`config.mk`:
```
export PLATFORM = sky130hd
export DESIGN_NAME = uart_tx_sched
export DESIGN_NICKNAME = d
export VERILOG_FILES = /design/src/rtl/uart_tx_sched.sv
export SDC_FILE = /design/constraint.sdc
export NUM_CORES = 1
export LEC_CHECK = 0
export BUFFER_PORTS_ARGS = -buffer_cell sky130_fd_sc_hd__buf_4
export CAP_MARGIN = 15
export CORE_ASPECT_RATIO = 1.25
export CORE_MARGIN = 2
export CORE_UTILIZATION = 44
export DETAILED_ROUTE_END_ITERATION = 10
export PLACE_DENSITY = 0.76
export SLEW_MARGIN = 0
export SYNTH_ARGS = -nofsm -noshare
export SYNTH_HDL_FRONTEND = slang
export SYNTH_SLANG_ARGS = --single-unit
```
`constraint.sdc`:
```
create_clock -name BaudOut -period 1.7 [get_ports BaudOut]
set_input_delay 0.34 -clock BaudOut [delete_from_list [all_inputs] [get_ports BaudOut]]
set_output_delay 0.34 -clock BaudOut [all_outputs]
set_load 0.02 [all_outputs]
```
`src/rtl/uart_tx_sched.sv`:
```
// Round-robin scheduler that arbitrates N_REQ requesters onto a single UART
// frame generator, latching the winner's byte/config and policing a per-frame timeout.
module uart_tx_sched #(
  parameter int unsigned N_REQ   = 4,
  parameter int unsigned TIMEOUT = 64
) (
  input  logic                   BaudOut,
  input  logic                   rst,
  input  logic [N_REQ-1:0]       req,
  input  logic [8*N_REQ-1:0]     data_in,
  input  logic [4*N_REQ-1:0]     cfg_in,
  input  logic                   tx_active,
  input  logic                   tx_done,
  output logic                   send,
  output logic [7:0]             data_out,
  output logic [1:0]             parity_type,
  output logic                   stop_bits,
  output logic                   data_length,
  output logic [N_REQ-1:0]       grant,
  output logic [N_REQ-1:0]       ack,
  output logic                   busy,
  output logic                   timeout_err
);

  localparam int unsigned IDX_W = $clog2(N_REQ);
  localparam int unsigned CNT_W = 8;
  localparam logic [CNT_W-1:0] CNT_LAST = CNT_W'(TIMEOUT - 1);
  // cfg nibble is {stop_bits, data_length, parity_type[1:0]}; reset selects 8 data bits
  localparam logic [3:0] CFG_RST = 4'b0100;

  typedef enum logic [2:0] {
    IDLE      = 3'd0,
    LOAD      = 3'd1,
    START     = 3'd2,
    WAIT_DONE = 3'd3,
    RELEASE   = 3'd4
  } state_e;

  state_e             state_q, state_d;
  logic [IDX_W-1:0]   owner_q, owner_d;
  logic [IDX_W-1:0]   last_q, last_d;
  logic [CNT_W-1:0]   cnt_q, cnt_d;
  logic [7:0]         data_q, data_d;
  logic [3:0]         cfg_q, cfg_d;
  logic               send_q, send_d;
  logic [N_REQ-1:0]   grant_q, grant_d;
  logic [N_REQ-1:0]   ack_q, ack_d;
  logic               busy_q, busy_d;
  logic               terr_q, terr_d;

  logic               win_found;
  logic [IDX_W-1:0]   win_idx;

  // Round-robin search starting just after the previous owner
  always_comb begin
    win_found = 1'b0;
    win_idx   = '0;
    for (int unsigned k = 1; k <= N_REQ; k++) begin
      if (!win_found && req[IDX_W'((32'(last_q) + k) % N_REQ)]) begin
        win_found = 1'b1;
        win_idx   = IDX_W'((32'(last_q) + k) % N_REQ);
      end
    end
  end

  always_comb begin
    state_d = state_q;
    owner_d = owner_q;
    last_d  = last_q;
    data_d  = data_q;
    cfg_d   = cfg_q;
    terr_d  = 1'b0;

    case (state_q)
      IDLE: begin
        if (win_found) begin
          state_d = LOAD;
          owner_d = win_idx;
          data_d  = data_in[{win_idx, 3'b000} +: 8];
          cfg_d   = cfg_in[{win_idx, 2'b00} +: 4];
        end
      end
      LOAD:      state_d = START;
      START: begin
        // tx_done seen here belongs to no frame of ours and is dropped
        if (cnt_q == CNT_LAST) begin
          state_d = RELEASE;
          terr_d  = 1'b1;
        end else if (tx_active) begin
          state_d = WAIT_DONE;
        end
      end
      WAIT_DONE: begin
        if (tx_done) begin
          state_d = RELEASE;
        end else if (cnt_q == CNT_LAST) begin
          state_d = RELEASE;
          terr_d  = 1'b1;
        end
      end
      RELEASE: begin
        state_d = IDLE;
        last_d  = owner_q;
      end
      default:   state_d = IDLE;
    endcase

    // Counter restarts on every state entry and only runs in START/WAIT_DONE
    if ((state_d == state_q) && ((state_q == START) || (state_q == WAIT_DONE))) begin
      cnt_d = cnt_q + CNT_W'(1);
    end else begin
      cnt_d = '0;
    end

    send_d  = (state_d == START);
    busy_d  = (state_d != IDLE);
    grant_d = (state_d != IDLE)    ? (N_REQ'(1) << owner_d) : '0;
    ack_d   = (state_d == RELEASE) ? (N_REQ'(1) << owner_d) : '0;
  end

  always_ff @(posedge BaudOut or negedge rst) begin
    if (!rst) begin
      state_q <= IDLE;
      owner_q <= '0;
      last_q  <= IDX_W'(N_REQ - 1);
      cnt_q   <= '0;
      data_q  <= '0;
      cfg_q   <= CFG_RST;
      send_q  <= 1'b0;
      grant_q <= '0;
      ack_q   <= '0;
      busy_q  <= 1'b0;
      terr_q  <= 1'b0;
    end else begin
      state_q <= state_d;
      owner_q <= owner_d;
      last_q  <= last_d;
      cnt_q   <= cnt_d;
      data_q  <= data_d;
      cfg_q   <= cfg_d;
      send_q  <= send_d;
      grant_q <= grant_d;
      ack_q   <= ack_d;
      busy_q  <= busy_d;
      terr_q  <= terr_d;
    end
  end

  assign send        = send_q;
  assign data_out    = data_q;
  assign stop_bits   = cfg_q[3];
  assign data_length = cfg_q[2];
  assign parity_type = cfg_q[1:0];
  assign grant       = grant_q;
  assign ack         = ack_q;
  assign busy        = busy_q;
  assign timeout_err = terr_q;

endmodule

```
==> results.md, run 1 <==
- Count of cell types in the netlist: 40
- Final hold vios: 5
- Share of cells above drive strength 1: 55.2%
- Seq/Total Area, Yosys: 46.9%
- DR pass1 iterations: 4
- Post-Synth Simple-Gate Area: 17.3%
- Layout Nets: 355
- H-tree levels: 2
- Asr flop ratio synth: 100%
- Area share of fa/ha/maj cells after synthesis: 0.615%
- Worst setup margin: -0.175 ns
- Largest net degree at the start of global routing: 39
- Worst vdd ir: 0.972 mV
- Least-Margin Pin Slew: 0.694 ns
- Mux cell area share after synthesis: 9.53%
- GR Overflow Total: 0
- Final Cycle Share: 110%
- Reg area: 955 um2
- Global Route Usage Sum: 23.4%
- Slew Viols, Final: 0
- Post-Syn Instances: 193
- Area of the die: 5190 um2
- RSZ-0062 raised after global routing: yes
- I/O Buffers: 78
- Final setup vio count: 19
- FF-to-FF End: cfg_q[3]
- Max cap viols: 0
- DRC: 0
- Failing checks: hold timing, setup timing
- Initial antenna violation count: 0
- Startpoint Class: flop
- Post-synth EDFFs: 0
- Ys flop type: dfrtp_1
- Placer congestion estimate: 0.822
- Via Count: 2075
- Starting Density: 46.0%
- Post-synth net total: 250
- Worst Hold Slack: -0.00200 ns
- Reg-to-reg setup timing slack: -0.17 ns
- First-pass GRT wire length: 9140 um
- Syn Std Cell Area: 2040 um2
- Most frequent cells in the layout: buf_4, dfrtp_1, nor2_1, a21oi_1, nand4_1
- Row count: 27
- Vias per cell: 5.81
- Die width: 64.8 um
- WL/cell: 17.5 um
- HPWL Detailed: 4120 um
- Detail Route Antenna Nets: 0
- Total CTS buffers: 5
- Largest family of logic cells by synthesized area: compound AO/OA/AOI/OAI gates
- P&R area growth vs syn: 55.6%
- Final Non-Filler Cells: 357
- Pleak: 1.52 nW
- Die height: 80.1 um
- Clock Latency Late Sink: 0.30 ns
- Final Skew: 0.00514 ns
- XOR/XNOR Fraction of Synth Area: 2.58%
- Yosys warning count: 0
- PwrDens: 1650 nW/um2
- CP required: 1.87 ns
- Worst reg2reg path depth: 6
- Post-synth top area share: 43.0%
- Dpl ws: -0.298 ns
- Clock slew at reported path FFs: 0.08 ns
- Filler cell count: 328
- Worst Path Arrival: 2.05 ns
- HP Class: primary input to asynchronous set/reset pin
- Initial DRC Count: 93
- Commonest non-fill, non-tap cell in the layout: buf_4
- Cell taking the most area after synthesis: dfrtp_1
- Routed WL: 6260 um
- Post-layout min period: 1.87 ns
- Tot Pwr: 5.24 mW
- Vias in the first global route: 2029
- Placed cells: 338
- Clk root buf: clkbuf_8
- Clock Tree Buf Depth: 2
- Core area: 4430 um2
- CP endpoint kind: flop
- N_diodes: 0
- Crit Path Max Fanout: 5
- Top cells by area, synth: dfrtp_1, a221o_1, mux2_4
- Compound-gate portion of the synthesized area: 19.2%
- I/O pin count: 79
- Critical path class: flop to flop
- Post-Syn Area per Cell: 10.5 um2
- Reg-to-reg startpoint: last_q[0]
- CTS tree: done
- Outcome: finished with violations
- Slew headroom: 53.8%
- Area of the multi-input gates: 1180 um2
- FF+latch count, synth: 38
- Total negative slack: -1.83 ns
- Fmax achieved: 533 MHz
- Clock net sink count: 38
==> power by group <==
group	internal, mW	switching [mW]
registers	1.23	0.205
logic	1.55	1.59
clock network	0.328	0.330
total	3.11	2.13
==> metrics by stage <==
| stage | util [%] | cell area [um2] |
|---|---|---|
| 3_5_place_dp | 63.6 | 2810 |
| 5_1_grt | 71.6 | 3170 |
| 4_1_cts | 67.1 | 2970 |
| 6_report | 71.6 | 3170 |
| 3_3_place_gp | 63.6 | 2810 |
| 2_1_floorplan | - | 2060 |
==> final cells by class <==
class / instances / area share, %
Multi-Input combinational cell: 140 / 37.3
Sequential cell: 38 / 30.1
Timing Repair Buffer: 109 / 26.9
Clock buffer: 7 / 2.73
Tap cell: 58 / 2.29
Inverter: 4 / 0.474
Clock inverter: 1 / 0.158
==> routing by layer <==
layer	part of all wire, %	track usage, %	wire [um]
met1	37	24.3	2290
met2	55	43.8	3420
met3	5.8	5.04	363
met4	3.0	11.3	187
met5	0	0	0
==> worst max-delay path: stages, from the launching register on <==
cell and delay, ns:
dfstp_2 0.56, nor2b_2 0.06, o21ai_4 0.22, nand3_4 0.13, buf_12 0.19, mux2_4 0.29
a221o_1 0.30
==> cells by family (layout without fill, tap and decap cells) <==
group	after synthesis	after routing
AOI/OAI and AO/OA	54	54
DFF	38	38
and+or+nand+nor	63	64
buffers and inverters	16	121
muxes	15	15
adders and majority gates	1	1
xor gates and xnor gates	6	6
==> sequential cells by signal (all words and copies together), names as in the netlist <==
| name | flops |
|---|---|
| state_q | 3 |
| send | 1 |
| cfg_q | 4 |
| timeout_err | 1 |
| last_q | 2 |
| busy | 1 |
| cnt_q | 8 |
| data_out | 8 |
| ack | 4 |
| owner_q | 2 |
| grant | 4 |
==> worst max-delay path by stage <==
stage,start,end
6_report,last_q[0],cfg_q[3]
5_1_grt,last_q[0],cfg_q[3]
4_1_cts,last_q[0],cfg_q[3]
3_5_place_dp,req[2],cfg_q[3]
3_3_place_gp,req[1],cnt_q[7]
2_1_floorplan,last_q[0],cfg_q[3]
==> synthesized netlist by cell type, types with 2 or more instances <==
library cell,n
clkbuf_1,8
mux2_2,3
a21oi_1,17
o21a_1,2
o21ai_1,2
nor2_1,17
mux2_4,7
xnor2_1,2
nor3_1,5
mux2_1,4
dfrtp_1,35
nand3_1,3
and3_1,4
buf_4,3
a221o_1,12
xor2_1,4
nand4_1,13
nand2_1,5
o31ai_1,14
o21ai_0,2
dfstp_2,3
nand2b_1,5
nor2b_1,4
inv_1,3
==> what timing repair did <==
item,in CTS,in global routing
setup endpoints to repair,30,30
pin swaps,6,8
gates cloned,1,0
buffers inserted,0,10
resized for setup,13,24
hold buffers,0,0
No activity file was read; power rests on OpenSTA's default activity.
==> run 2: changes to the inputs <==
--- a/config.mk
+++ b/config.mk
@@ -7,8 +7,8 @@
 export LEC_CHECK = 0
 export BUFFER_PORTS_ARGS = -buffer_cell sky130_fd_sc_hd__buf_4
 export CAP_MARGIN = 15
-export CORE_ASPECT_RATIO = 1.25
-export CORE_MARGIN = 2
+export CORE_ASPECT_RATIO = 0.6
+export CORE_MARGIN = 4
 export CORE_UTILIZATION = 44
 export DETAILED_ROUTE_END_ITERATION = 10
 export PLACE_DENSITY = 0.76
==> run 2 against run 1 <==
- the run ends with setup timing left
- sequential power about the same
- via count down 3.4%
- cell count increased by 1.4%
- total power grew 1.1%
- maximum frequency fell by 1.9%
- combinational power grew 3%
- highest routed layer unchanged
- clock power shrank 3%
==> results.md, run 2 (synthesized netlist as in run 1, its figures left out) <==
- WL/cell: 17.4 um (-0.64%)
- Area of the die: 5810 um2 (+12%)
- Slew headroom: 64.7% (+11 points)
- HP Class: primary input to asynchronous set/reset pin
- Die height: 60.7 um (-24%)
- Most frequent cells in the layout: buf_4, dfrtp_1, nor2_1, a21oi_1, nand4_1
- Detail Route Antenna Nets: 0 (unchanged)
- Starting Density: 47.6% (+1.6 points)
- Final setup vio count: 20 (+1)
- PwrDens: 1660 nW/um2 (+0.17%)
- RSZ-0062 raised after global routing: yes
- Clock slew at reported path FFs: 0.07 ns (about the same)
- Max cap viols: 0 (unchanged)
- Hold-fix buffers, CTS: 0 (unchanged)
- Placed cells: 342 (+1.2%)
- Crit Path Max Fanout: 4 (-1)
- P&R area growth vs syn: 57.0%
- Global Route Usage Sum: 22.6% (-0.75 points)
- Total CTS buffers: 5 (unchanged)
- Top Usage Layer GRT: met1
- Post-layout min period: 1.91 ns (+0.0362 ns)
- Final hold vios: 0 (-5)
- Via Count: 2005 (-3.4%)
- Row count: 18 (-33%)
- Crit path launch: last_q[0]
- M1 GR Usage: 34.7% (+10 points)
- Placer congestion estimate: 0.763 (-7.2%)
- Pleak: 1.54 nW (+1.3%)
- Initial DRC Count: 135 (+45%)
- Layout Nets: 358 (+0.85%)
- CTS tree: done
- DR pass1 iterations: 4 (unchanged)
- Critical path class: flop to flop
- Least-Margin Pin Slew: 0.526 ns (-0.168 ns)
- Core area: 4280 um2 (-3.3%)
- Worst Path Arrival: 2.08 ns (+0.03 ns)
- DRC: 0 (unchanged)
- Worst vdd ir: 0.678 mV (-30%)
- Initial antenna violation count: 0 (unchanged)
- H-tree levels: 2 (unchanged)
- GR Layer Usage met2: 31.5% (-12 points)
- Clock Tree Buf Depth: 2 (unchanged)
- Reg-to-reg setup timing slack: -0.21 ns (-0.04 ns)
- Vias in the first global route: 1947 (-4.0%)
- Vias per cell: 5.54 (-4.7%)
- I/O pin count: 79 (unchanged)
- Largest net degree at the start of global routing: 39 (unchanged)
- HPWL Detailed: 4550 um (+10%)
- Worst setup margin: -0.211 ns (-0.0362 ns)
- Fmax achieved: 523 MHz (-1.9%)
- Reg-to-reg startpoint: last_q[0]
- Die width: 95.8 um (+48%)
- CP endpoint kind: flop
- Final Skew: 0.00310 ns (-0.00205 ns)
- Commonest non-fill, non-tap cell in the layout: buf_4
- Startpoint Class: flop
- Clock net sink count: 38 (unchanged)
- Slew Viols, Final: 0 (unchanged)
- Total negative slack: -2.55 ns (-0.711 ns)
- GR Overflow Total: 0 (unchanged)
- N_diodes: 0 (unchanged)
- Outcome: finished with violations
- I/O Buffers: 78 (unchanged)
- First-pass GRT wire length: 9870 um (+8.1%)
- Routed WL: 6310 um (+0.75%)
- Final Non-Filler Cells: 362 (+1.4%)
- Clk root buf: clkbuf_8
- Clock Latency Late Sink: 0.28 ns (-0.02 ns)
- Final Cycle Share: 112% (+2.1 points)
- Met3 Usage GRT: 5.45% (+0.41 points)
- Failing checks: setup timing
- Share of cells above drive strength 1: 54.3% (-0.88 points)
- CP required: 1.87 ns (about the same)
## run 2: cell count changes in the layout (fill, tap and decap cells not counted), sizes merged
cell | before | now
clkbuf | 7 | 6
buf | 109 | 112
clkinvlp | 0 | 1
## run 2: path summary, 6_finish.rpt
kind,depth (start not counted),to
worst max-delay path,6,cfg_q[0]
worst min-delay path,1,send
worst max register to register,6,cfg_q[0]
worst min register to register,1,cnt_q[0]
max in group asynchronous,1,cfg_q[2]
min in group BaudOut,2,send
## run 2: final cells by class
cell class / count / area, um2
inverter: 4 / 15.0
tap: 60 / 75.1
timing repair buffer: 112 / 896
clock buffer: 6 / 82.6
clock inverter: 2 / 12.5
multi-input combinational: 140 / 1160
fill: 307 / 1080
sequential: 38 / 955
## run 2: per-layer routing
metal	part of all wire, %	wire [um]	vias to the layer above
li1	-	-	940
met1	48	3010	970
met2	45	2820	91
met3	6.5	411	4
met4	1.0	66	0
met5	0	0	-
## run 2: critical path: stages, from the launching register on
cell	delay, ns
dfstp_2	0.57
nor2b_2	0.07
o21ai_4	0.18
buf_4	0.16
nand3_4	0.14
mux2_4	0.36
a221o_1	0.32
## run 2: power by group
| group | switching, mW | internal [mW] | leakage (nW) |
|---|---|---|---|
| Sequential | 0.199 | 1.23 | 0.484 |
| Clock | 0.312 | 0.326 | 0.0472 |
| Combinational | 1.60 | 1.63 | 1.01 |
| Total | 2.11 | 3.19 | 1.54 |
## run 2: what timing repair did
action,in CTS,in global routing
setup endpoints to repair,30,29
pin swaps,8,11
gates cloned,1,0
buffers inserted,8,3
resized for setup,22,14
## run 2: metrics by stage
stage / area (um2) / setup WS, ns / hold WS [ns] / util [%] / total power [mW]
after global routing: 3200 / -0.263 / 0.0441 / 74.7 / 5.59
after floorplan: 2060 / -0.110 / 0.0444 / - / 2.99
after CTS: 3090 / -0.187 / 0.0201 / 72.2 / 5.02
after global placement: 2830 / -0.275 / 0.330 / 66.2 / 3.96
after detailed placement: 2830 / -0.325 / 0.331 / 66.2 / 4.01
final: 3200 / -0.211 / 0.0134 / 74.7 / 5.30
==> run 3: changes to the inputs <==
==> config.mk (replaced) <==
export PLATFORM = sky130hd
export DESIGN_NAME = uart_tx_sched
export DESIGN_NICKNAME = d
export VERILOG_FILES = /design/src/rtl/uart_tx_sched.sv
export SDC_FILE = /design/constraint.sdc
export NUM_CORES = 1
export LEC_CHECK = 0
export CAP_MARGIN = 15
export CORE_ASPECT_RATIO = 0.6
export CORE_MARGIN = 4
export CORE_UTILIZATION = 40
export DETAILED_ROUTE_END_ITERATION = 10
export DONT_BUFFER_PORTS = 1
export SLEW_MARGIN = 0
export SYNTH_ARGS = -nofsm -noshare
export SYNTH_HDL_FRONTEND = slang
export SYNTH_SLANG_ARGS = --single-unit
==> run 3 against run 2 <==
- the flow still finishes with violations (setup timing)
- worst hold slack gained 0.12 ns
- combinational power shrank 25%
- clock-buffer cell count is the same
- critical endpoint is now data_out[5]
- largest cell class unchanged
==> results.md, run 3 (synthesized netlist as in run 1, its figures left out) <==
- H-tree levels: 2 (unchanged)
- Global Route Usage Sum: 19.4% (-3.2 points)
- Vias per cell: 6.21 (+12%)
- Area of the die: 6330 um2 (+8.9%)
- Commonest non-fill, non-tap cell in the layout: dfrtp_1
- I/O pin count: 79 (unchanged)
- Starting Density: 43.0% (-4.5 points)
- Sw frac: 40.2% (+0.33 points)
- Most frequent cells in the layout: dfrtp_1, buf_4, nor2_1, a21oi_1, nand4_1
- Die width: 100 um (+4.5%)
- Clock net sink count: 38 (unchanged)
- P&R area growth vs syn: 29.7%
- PwrDens: 1940 nW/um2 (+17%)
- Total CTS buffers: 5 (unchanged)
- Pleak: 1.14 nW (-26%)
- Final hold vios: 0 (unchanged)
- First-pass GRT wire length: 9400 um (-4.8%)
- Tot Pwr: 5.11 mW (-3.5%)
- Worst vdd ir: 1.01 mV (+49%)
- Worst setup margin: -0.172 ns (+0.0388 ns)
- Slowest-stage cell, CP: dfstp_2
- CTS tree: done
- Startpoint Class: flop
- Share of cells above drive strength 1: 37.2% (-17 points)
- Row count: 19 (+1)
- Failing checks: setup timing
- I/O Buffers: 0 (-100%)
- Placed inst area: 2260 um2 (-20%)
- Final setup vio count: 20 (unchanged)
- HP Class: primary input to flop
- Final Skew: 0.00820 ns (+0.00510 ns)
- Clock Latency Late Sink: 0.30 ns (+0.02 ns)
- WL/cell: 22.1 um (+27%)
- Die height: 63.3 um (+4.2%)
- Least-Margin Pin Slew: 0.599 ns (+0.0729 ns)
- Vias in the first global route: 1850 (-5.0%)
- Placer congestion estimate: 0.797 (+4.5%)
- CP required: 1.88 ns (about the same)
- Slew headroom: 59.8% (-4.9 points)
- Largest net degree at the start of global routing: 39 (unchanged)
- Detail Route Antenna Nets: 0 (unchanged)
- RSZ-0062 raised after global routing: yes
- Outcome: finished with violations
- Crit Path Max Fanout: 7 (+3)
- P_int: 3.06 mW (-4.1%)
- Clock network power share: 18.8% (+6.8 points)
- Initial DRC Count: 121 (-10%)
- Post-layout min period: 1.87 ns (-0.0388 ns)
- Seq pwr share: 33.6% (+6.6 points)
- Routed WL: 6210 um (-1.6%)
- CP endpoint kind: flop
- Fmax achieved: 534 MHz (+2.1%)
- P_sw: 2.05 mW (-2.7%)
- Max cap viols: 0 (unchanged)
- DR pass1 iterations: 4 (unchanged)
- Initial antenna violation count: 0 (unchanged)
- DRC: 0 (unchanged)
- Crit path cell chain: nand2b_4 > a21o_4 > nand3_4 > mux2_1 > a221o_1
- Critical path class: flop to flop
- Final Cycle Share: 110% (-2.3 points)
- Design area: 2640 um2 (-17%)
- HPWL Detailed: 4150 um (-8.7%)
- Via Count: 1746 (-13%)
- CP max stage delay: 0.57 ns (about the same)
- Core area: 4730 um2 (+11%)
- GR Overflow Total: 0 (unchanged)
- Slew Viols, Final: 0 (unchanged)
- Clock Tree Buf Depth: 2 (unchanged)
- Clock slew at reported path FFs: 0.07 ns (about the same)
- Gate power share: 47.6% (-13 points)
- N_diodes: 0 (unchanged)
- Layout Nets: 274 (-23%)
- Worst Path Arrival: 2.05 ns (-0.03 ns)
- Clk root buf: clkbuf_8
-- run 3: cell count changes in the layout (fill, tap and decap cells not counted), moves of 2 or more --
cell       previous run  this run
a21oi_1              16        14
buf_4               102        19
buf_6                 8         6
bufinv_16             0         2
mux2_1                0         4
mux2_4               11         8
nor2_1               17        15
nor2_2                0         2
o31ai_1              10         7
o31ai_2               3         6
-- run 3: timing repair --
action / in CTS / in global routing
setup endpoints to repair: 30 / 30
gates cloned: 1 / 0
hold endpoints to repair: 38 / 0
buffers inserted: 0 / 2
hold buffers: 2 / 0
gates resized for setup: 15 / 25
pin swaps: 6 / 10
-- run 3: path summary, 6_finish.rpt --
| kind | from | endpoint | slack [ns] | cells past startpoint |
|---|---|---|---|---|
| max in group asynchronous | rst | last_q[0] | 0.91 | 2 |
| min in group asynchronous | rst | cnt_q[6] | 0.54 | 2 |
| hold / removal | tx_active | send | 0.13 | 1 |
| hold reg to reg | cnt_q[0] | cnt_q[0] | 0.48 | 1 |
| setup reg to reg | last_q[0] | data_out[5] | -0.17 | 5 |
| setup / recovery | last_q[0] | data_out[5] | -0.17 | 5 |
-- run 3: layout make-up --
class / count / area, um2
fill: 384 / 2090
clock inverter: 2 / 60.1
multi-input combinational: 140 / 1190
tap: 63 / 78.8
sequential: 38 / 955
inverter: 4 / 15.0
clock buffer: 6 / 82.6
timing repair buffer: 28 / 260
-- run 3: power groups by stage --
stage / Sequential, mW / Combinational, mW / Clock (mW)
floorplan: 1.66 / 1.33 / 0
global placement: 1.70 / 1.86 / 0
detailed placement: 1.71 / 1.95 / 0
CTS: 1.71 / 2.18 / 0.983
global route: 1.75 / 2.62 / 1.03
finish: 1.72 / 2.43 / 0.963
-- run 3: stage by stage --
| stage | setup TNS [ns] | util, % | worst slack (ns) | hold slack, ns | std cells |
|---|---|---|---|---|---|
| after CTS | -1.91 | 53.1 | -0.160 | 0.125 | 279 |
| after global routing | -3.12 | 55.8 | -0.224 | 0.128 | 281 |
| after detailed placement | -4.89 | 47.7 | -0.228 | 0.0454 | 268 |
| final | -2.03 | 55.8 | -0.172 | 0.134 | 281 |
| after floorplan | -0.733 | - | -0.110 | 0.0444 | 193 |
| after global placement | -2.57 | 47.7 | -0.130 | 0.0454 | 268 |
-- run 3: worst max-delay path: cells and delay by family (launching register included) --
kind             cells  cell delay [ns]
AO/OA/AOI/OAI        2             0.49
flip-flops           1             0.57
multiplexers         1             0.38
AND/OR/NAND/NOR      2             0.31
-- run 3: metal layers --
metal / wire (um) / vias up / GRT usage, %
met5: 0 / - / 0
met4: 78 / 0 / 7.56
met3: 575 / 8 / 6.50
met2: 2960 / 84 / 31.3
met1: 2590 / 878 / 24.0
li1: - / 776 / -
